**config.mk**
```make
export PLATFORM = sky130hd
export DESIGN_NAME = stopwatch_ctrl
export DESIGN_NICKNAME = d
export VERILOG_FILES = /design/src/rtl/stopwatch_ctrl.sv
export SDC_FILE = /design/constraint.sdc
export NUM_CORES = 1
export LEC_CHECK = 0
export ABC_AREA = 0
export CAP_MARGIN = 0
export CORE_UTILIZATION = 56
export CTS_BUF_LIST = sky130_fd_sc_hd__clkbuf_4 sky130_fd_sc_hd__clkbuf_8
export DETAILED_ROUTE_END_ITERATION = 10
export PLACE_DENSITY = 0.77
export SYNTH_ARGS = -nofsm -noshare
export SYNTH_HDL_FRONTEND = slang
export SYNTH_SLANG_ARGS = --single-unit
export TNS_END_PERCENT = 100
```
**constraint.sdc**
```tcl
create_clock -name clk -period 1.8 [get_ports clk]
set_clock_uncertainty 0.1 [all_clocks]
set_input_delay 0.27 -clock clk [delete_from_list [all_inputs] [get_ports clk]]
set_output_delay 0.27 -clock clk [all_outputs]
set_load 0.02 [all_outputs]
```
**src/rtl/stopwatch_ctrl.sv**
```systemverilog
// Stopwatch front-panel controller: button sync/debounce plus pause/clear FSM.
// Optional lap (split) mode is built when STOPWATCH_LAP_EN is defined.
module stopwatch_ctrl #(
   parameter int unsigned DEBOUNCE_CYCLES = 1000000,
   parameter int unsigned CLEAR_CYCLES    = 2
) (
   input  logic       clk,
   input  logic       reset,
   input  logic       btn_ss_n,
   input  logic       btn_clr_n,
   output logic       pause,
   output logic       clear_n,
   output logic       lap_hold,
   output logic       running,
   output logic [2:0] state
);

   localparam int unsigned DB_W    = $clog2(DEBOUNCE_CYCLES) + 1;
   localparam int unsigned CL_W    = $clog2(CLEAR_CYCLES) + 1;
   localparam int unsigned BTN_SS  = 0;
   localparam int unsigned BTN_CLR = 1;

   typedef enum logic [2:0] {
      S_CLR  = 3'd0,
      S_IDLE = 3'd1,
      S_RUN  = 3'd2,
      S_HOLD = 3'd3
`ifdef STOPWATCH_LAP_EN
      , S_LAP = 3'd4
`endif
   } state_t;

   logic [1:0]      raw_n;
   logic [1:0]      sync1_q, sync2_q;
   logic [1:0]      deb_q, deb_d;
   logic [1:0]      deb_dly_q;
   logic [1:0]      press_q, press_d;
   logic [DB_W-1:0] db_cnt_q [2];
   logic [DB_W-1:0] db_cnt_d [2];
   logic [CL_W-1:0] clr_cnt_q, clr_cnt_d;
   state_t          state_q, state_d;
   logic            pause_q, pause_d;
   logic            clear_n_q, clear_n_d;
   logic            running_q, running_d;
   logic            ss_press, clr_press;

   assign raw_n     = {btn_clr_n, btn_ss_n};
   assign ss_press  = press_q[BTN_SS];
   assign clr_press = press_q[BTN_CLR];

   // Debounce: accept a new level after DEBOUNCE_CYCLES consecutive mismatching cycles
   always_comb begin
      for (int i = 0; i < 2; i++) begin
         deb_d[i]    = deb_q[i];
         db_cnt_d[i] = '0;
         if (sync2_q[i] != deb_q[i]) begin
            if (db_cnt_q[i] == DB_W'(DEBOUNCE_CYCLES - 1)) begin
               deb_d[i] = sync2_q[i];
            end else begin
               db_cnt_d[i] = db_cnt_q[i] + DB_W'(1);
            end
         end
         press_d[i] = deb_dly_q[i] & ~deb_q[i];
      end
   end

   always_ff @(posedge clk or posedge reset) begin
      if (reset) begin
         sync1_q   <= 2'b11;
         sync2_q   <= 2'b11;
         deb_q     <= 2'b11;
         deb_dly_q <= 2'b11;
         press_q   <= 2'b00;
         for (int i = 0; i < 2; i++) db_cnt_q[i] <= '0;
      end else begin
         sync1_q   <= raw_n;
         sync2_q   <= sync1_q;
         deb_q     <= deb_d;
         deb_dly_q <= deb_q;
         press_q   <= press_d;
         for (int i = 0; i < 2; i++) db_cnt_q[i] <= db_cnt_d[i];
      end
   end

   // Next state and registered Moore outputs derived from the next state
   always_comb begin
      state_d   = state_q;
      clr_cnt_d = '0;
      case (state_q)
         S_CLR: begin
            if (clr_cnt_q == CL_W'(CLEAR_CYCLES - 1)) begin
               state_d = S_IDLE;
            end else begin
               clr_cnt_d = clr_cnt_q + CL_W'(1);
            end
         end
         S_IDLE, S_HOLD: begin
            if (clr_press)     state_d = S_CLR;
            else if (ss_press) state_d = S_RUN;
         end
         S_RUN: begin
            if (ss_press) state_d = S_HOLD;
`ifdef STOPWATCH_LAP_EN
            else if (clr_press) state_d = S_LAP;
`endif
         end
`ifdef STOPWATCH_LAP_EN
         S_LAP: begin
            if (ss_press)       state_d = S_HOLD;
            else if (clr_press) state_d = S_RUN;
         end
`endif
         default: state_d = S_CLR;
      endcase

`ifdef STOPWATCH_LAP_EN
      running_d = (state_d == S_RUN) || (state_d == S_LAP);
`else
      running_d = (state_d == S_RUN);
`endif
      pause_d   = ~running_d;
      clear_n_d = (state_d != S_CLR);
   end

   always_ff @(posedge clk or posedge reset) begin
      if (reset) begin
         state_q   <= S_CLR;
         clr_cnt_q <= '0;
         pause_q   <= 1'b1;
         clear_n_q <= 1'b0;
         running_q <= 1'b0;
      end else begin
         state_q   <= state_d;
         clr_cnt_q <= clr_cnt_d;
         pause_q   <= pause_d;
         clear_n_q <= clear_n_d;
         running_q <= running_d;
      end
   end

`ifdef STOPWATCH_LAP_EN
   logic lap_hold_q, lap_hold_d;
   assign lap_hold_d = (state_d == S_LAP);

   always_ff @(posedge clk or posedge reset) begin
      if (reset) lap_hold_q <= 1'b0;
      else       lap_hold_q <= lap_hold_d;
   end

   assign lap_hold = lap_hold_q;
`else
   assign lap_hold = 1'b0;
`endif

   assign pause   = pause_q;
   assign clear_n = clear_n_q;
   assign running = running_q;
   assign state   = state_q;

endmodule

```
======== Yosys cells after proc, flatten, opt, wreduce, memory -nomap -nowiden ========
Index checks and enable logic that the tools add are counted.
W data, S select, Z words.
storage, ports and cells
  register bits ........................... 60
  input bits .............................. 4
  word-level logic and storage cells ...... 46
cells by class
  bitwise operators ....................... 5
  add/sub/neg operators ................... 3
  reduce and logical (&&, ||, !) cells .... 5
  multiplexer cells ....................... 11
  equal/unequal tests ..................... 9
operators by type and width
  operator                 number
  $mux W21                 4
  $add A21 B1 Y21 const B  2
  $eq A21 B20 Y1 const B   2
  $mux W3                  4
  $eq A3 B2 Y1 const B     3
  $pmux W3 S3              1
  $mux W2                  2
  $reduce_and A2 Y1        2
  $eq A3 B1 Y1 const B     1
  $logic_not A3 Y1         1
  $not A1 Y1               3
  $reduce_bool A3 Y1       1
  $add A2 B1 Y2 const B    1
  $and A1 B1 Y1            2
  $eq A2 B1 Y1 const B     1
  $ne A1 B1 Y1             2
  $reduce_or A2 Y1         1

======== Longest topological paths before layout ========
  depth after elaboration ................. 5
  mapped depth ............................ 6

======== Least setup slack after synthesis ========
OpenSTA, ideal clock, no wires.
  path kind ............................... register -> register
  start point ............................. register db_cnt_q[16] in the netlist's numbering
  end point ............................... register db_cnt_q[14] in the netlist's numbering
  library setup time ...................... 0.119 ns
  cell stages (with the launch flop) ...... 6
  period minus slack after synthesis ...... 1.819 ns
  slack ................................... -0.019 ns
  required time ........................... 1.581 ns
  arrival time ............................ 1.600 ns
  buffers on the path ..................... 1
  path through ............................ dfrtp_1 > and4_1 > nand4_1 > o41ai_4 > buf_6 > nor2_1
RTL lines
  item             line  RTL
  start, declared  38    logic [DB_W-1:0] db_cnt_q [2];

==> results.txt <==
PD cells = 755 mW/mm^2
initial antenna violation count = 0
cts bufs inserted = 9
area share of the largest cell type after synthesis = 46.3%
Worst setup EP type = register
GR Util All Layers = 23.9%
CP required = 1920 ps
dpl hpwl = 3630 microns
CP Class = reg2reg
outcome = finished, violations left
H-tree lvl count = 3
routed vias = 2194
non-filler cells, final = 396
final WL = 5730 microns
Die H = 72.1 microns
cell count after placement = 371
CORE AREA = 0.00472 sq mm
DR iter-0 viols = 170
Min Clock Period, post-route = 1840 ps
Layout Nets = 330
post-synthesis sequential area ratio = 54.9%
setup slack, reg-to-reg = -40 ps
most used flip-flop cell after synthesis = dfrtp_1
maxcap violations = 0
Seq pwr share = 52.0%
failing checks = setup timing
Max Slew Vio Count = 0
root buffer cell = clkbuf_8
initial core utilization = 58.3%
# hold bufs at CTS = 0
area grow syn2layout = 29.1%
Netlist cell types = 42
routability cong. = 0.855
total grt overflow = 0
vias in the first global route = 2070
fin crit share = 102%
Die Area = 0.00520 sq mm
most common cell in the netlist = dfrtp_1
Yosys top cell by area = dfrtp_1
maximum VDD drop = 0.580 mV
Final Hold Viols = 0
Arr. time, crit path = 1960 ps
P_sw = 594 uW
Finish-stage setup viols = 19
CTS tree = built
class of the worst hold path = in2reg
final setup TNS = -362 ps
drt first pass iters = 4
flops & latches, synth = 60
Port Buf Inserts = 9
pin count of the biggest net entering global routing = 61
Sink Count = 60
Reg clk slew, reported paths = 60 ps
Filler cells = 302
die width = 72.1 microns
post-route ant nets = 0
min setup slack post-route = -39.6 ps
worst-skew pair later-pin latency = 340 ps
Layout Utilization = 75.3%
Hold Slack = 233 ps
Tot Pwr = 2.68 mW
via/cell ratio = 5.54
drt wl/cell = 14.5 microns
Pint = 2.09 mW
placed cell areas = 0.00322 sq mm
Synth top cells by count = dfrtp_1, nor2_1, xnor2_1
switching share of total power = 22.1%
Boundary Pins = 11
Synth warnings = 0
worst slack, placed = 23.6 ps
layout cells sized above 1 = 32.5%
FFs w/ async S/R, synth = 100%
combinational share of power = 5.2%
cell row count = 25
global-route wire length before repair = 9340 microns
fmax = 544 MHz
n_diodes = 0
Gate Count Post-Synth = 260
CP Max Fanout = 6
DRC violations left = 0
Post-synth EDFFs = 0
clock tree buffer depth = 2
mean area per synthesized cell = 10.6 sq um
Pleak = 1.56 nW
RSZ-0062 raised after global routing = true
area of the mapped netlist = 0.00276 sq mm
Area contributors post-synth = dfrtp_1, dfstp_2, xnor2_1, nor2_1, nand4_1
cell area after layout = 0.00356 sq mm
clock share of power = 42.8%
Startpoint Class = register
-- power by group through the flow --
stage / logic [mW] / registers, mW / clock network (mW)
after floorplan: 0.0748 / 1.42 / 0
after global placement: 0.136 / 1.42 / 0
after detailed placement: 0.139 / 1.42 / 0
after CTS: 0.141 / 1.40 / 1.18
after global routing: 0.157 / 1.40 / 1.24
final: 0.141 / 1.40 / 1.15
-- sequential cells by signal (all words and copies together), names as in the netlist --
| signal | count |
|---|---|
| deb_dly_q | 2 |
| clr_cnt_q | 2 |
| pause | 1 |
| state | 3 |
| sync1_q | 2 |
| running | 1 |
| db_cnt_q | 42 |
| deb_q | 2 |
| sync2_q | 2 |
| clear_n | 1 |
| press_q | 2 |
-- path summary, 6_finish.rpt --
kind,from,end,depth (start not counted)
worst max-delay path,db_cnt_q[11],db_cnt_q[9],6
min in group asynchronous,reset,clr_cnt_q[0],3
worst min register to register,sync1_q[1],sync2_q[1],0
max in group asynchronous,reset,sync1_q[1],3
worst min-delay path,btn_ss_n,sync1_q[0],1
worst max register to register,db_cnt_q[11],db_cnt_q[9],6
-- final cells by class --
type / instances / area (sq um) / share of cell area [%]
clock buffer: 15 / 188 / 5.28
clock inverter: 1 / 5.00 / 0.141
inverter: 10 / 41.3 / 1.16
multi-input combinational: 185 / 1250 / 35.1
sequential: 60 / 1520 / 42.6
tap: 67 / 83.8 / 2.36
timing repair buffer: 58 / 475 / 13.4
-- timing repair --
item	in CTS	in global routing
buffers inserted	0	9
resized for setup	1	21
pin swaps	0	13
endpoints found under the setup margin	1	39
endpoints found under the hold margin	0	0
-- critical path: stages, from the launching register on --
cell     delay, ps
dfrtp_1        430
nor2b_1        160
nand4_1        160
buf_4          180
o41ai_4        400
buf_4          230
nor2_2          60
-- layer usage --
| metal | wire [microns] | up-vias | share of wire, % | GRT usage [%] |
|---|---|---|---|---|
| met2 | 2730 | 46 | 48 | 34.4 |
| met3 | 188 | 12 | 3.3 | 5.56 |
| met1 | 2670 | 1089 | 47 | 33.1 |
| met5 | 0 | - | 0 | 0 |
| li1 | - | 1047 | - | - |
| met4 | 136 | 0 | 2.4 | 14.4 |
-- cells by family after synthesis --
family	count (synthesis)	share of synthesized area [%]
compound gates	24	5.86
xor+xnor	30	9.54
fa+ha+maj	2	0.908
buf+inv	16	2.63
flops	60	54.9
mux	3	1.18
other cells	1	0.136
simple gates	124	24.8
-- cell usage in the layout, fill, tap and decap left out, types with 2 or more instances in the layout --
cell type	Yosys	routed
mux2_2	2	2
dfrtp_1	51	49
or3_1	4	3
nor4_2	1	4
o31ai_1	2	2
or4_1	2	2
a21oi_2	0	4
dfstp_2	9	9
nand3_2	1	2
nor2_1	37	31
nand3_1	11	9
nor4_1	10	7
conb_1	1	2
buf_4	1	47
clkbuf_4	0	3
nand2_1	14	14
and4_1	3	2
or3_4	1	2
inv_1	10	9
xor2_1	9	9
a21oi_1	10	6
xnor2_1	21	21
nor2_2	0	6
a31o_2	2	2
o21ai_0	7	6
nor3_1	9	9
ha_1	2	2
clkbuf_8	0	12
nor2b_1	3	3
dfrtp_2	0	2
nand4_1	15	15
and3_1	4	4
and2_1	2	2
clkdlybuf4s50_1	0	7
(Power assumes the default switching activity.)
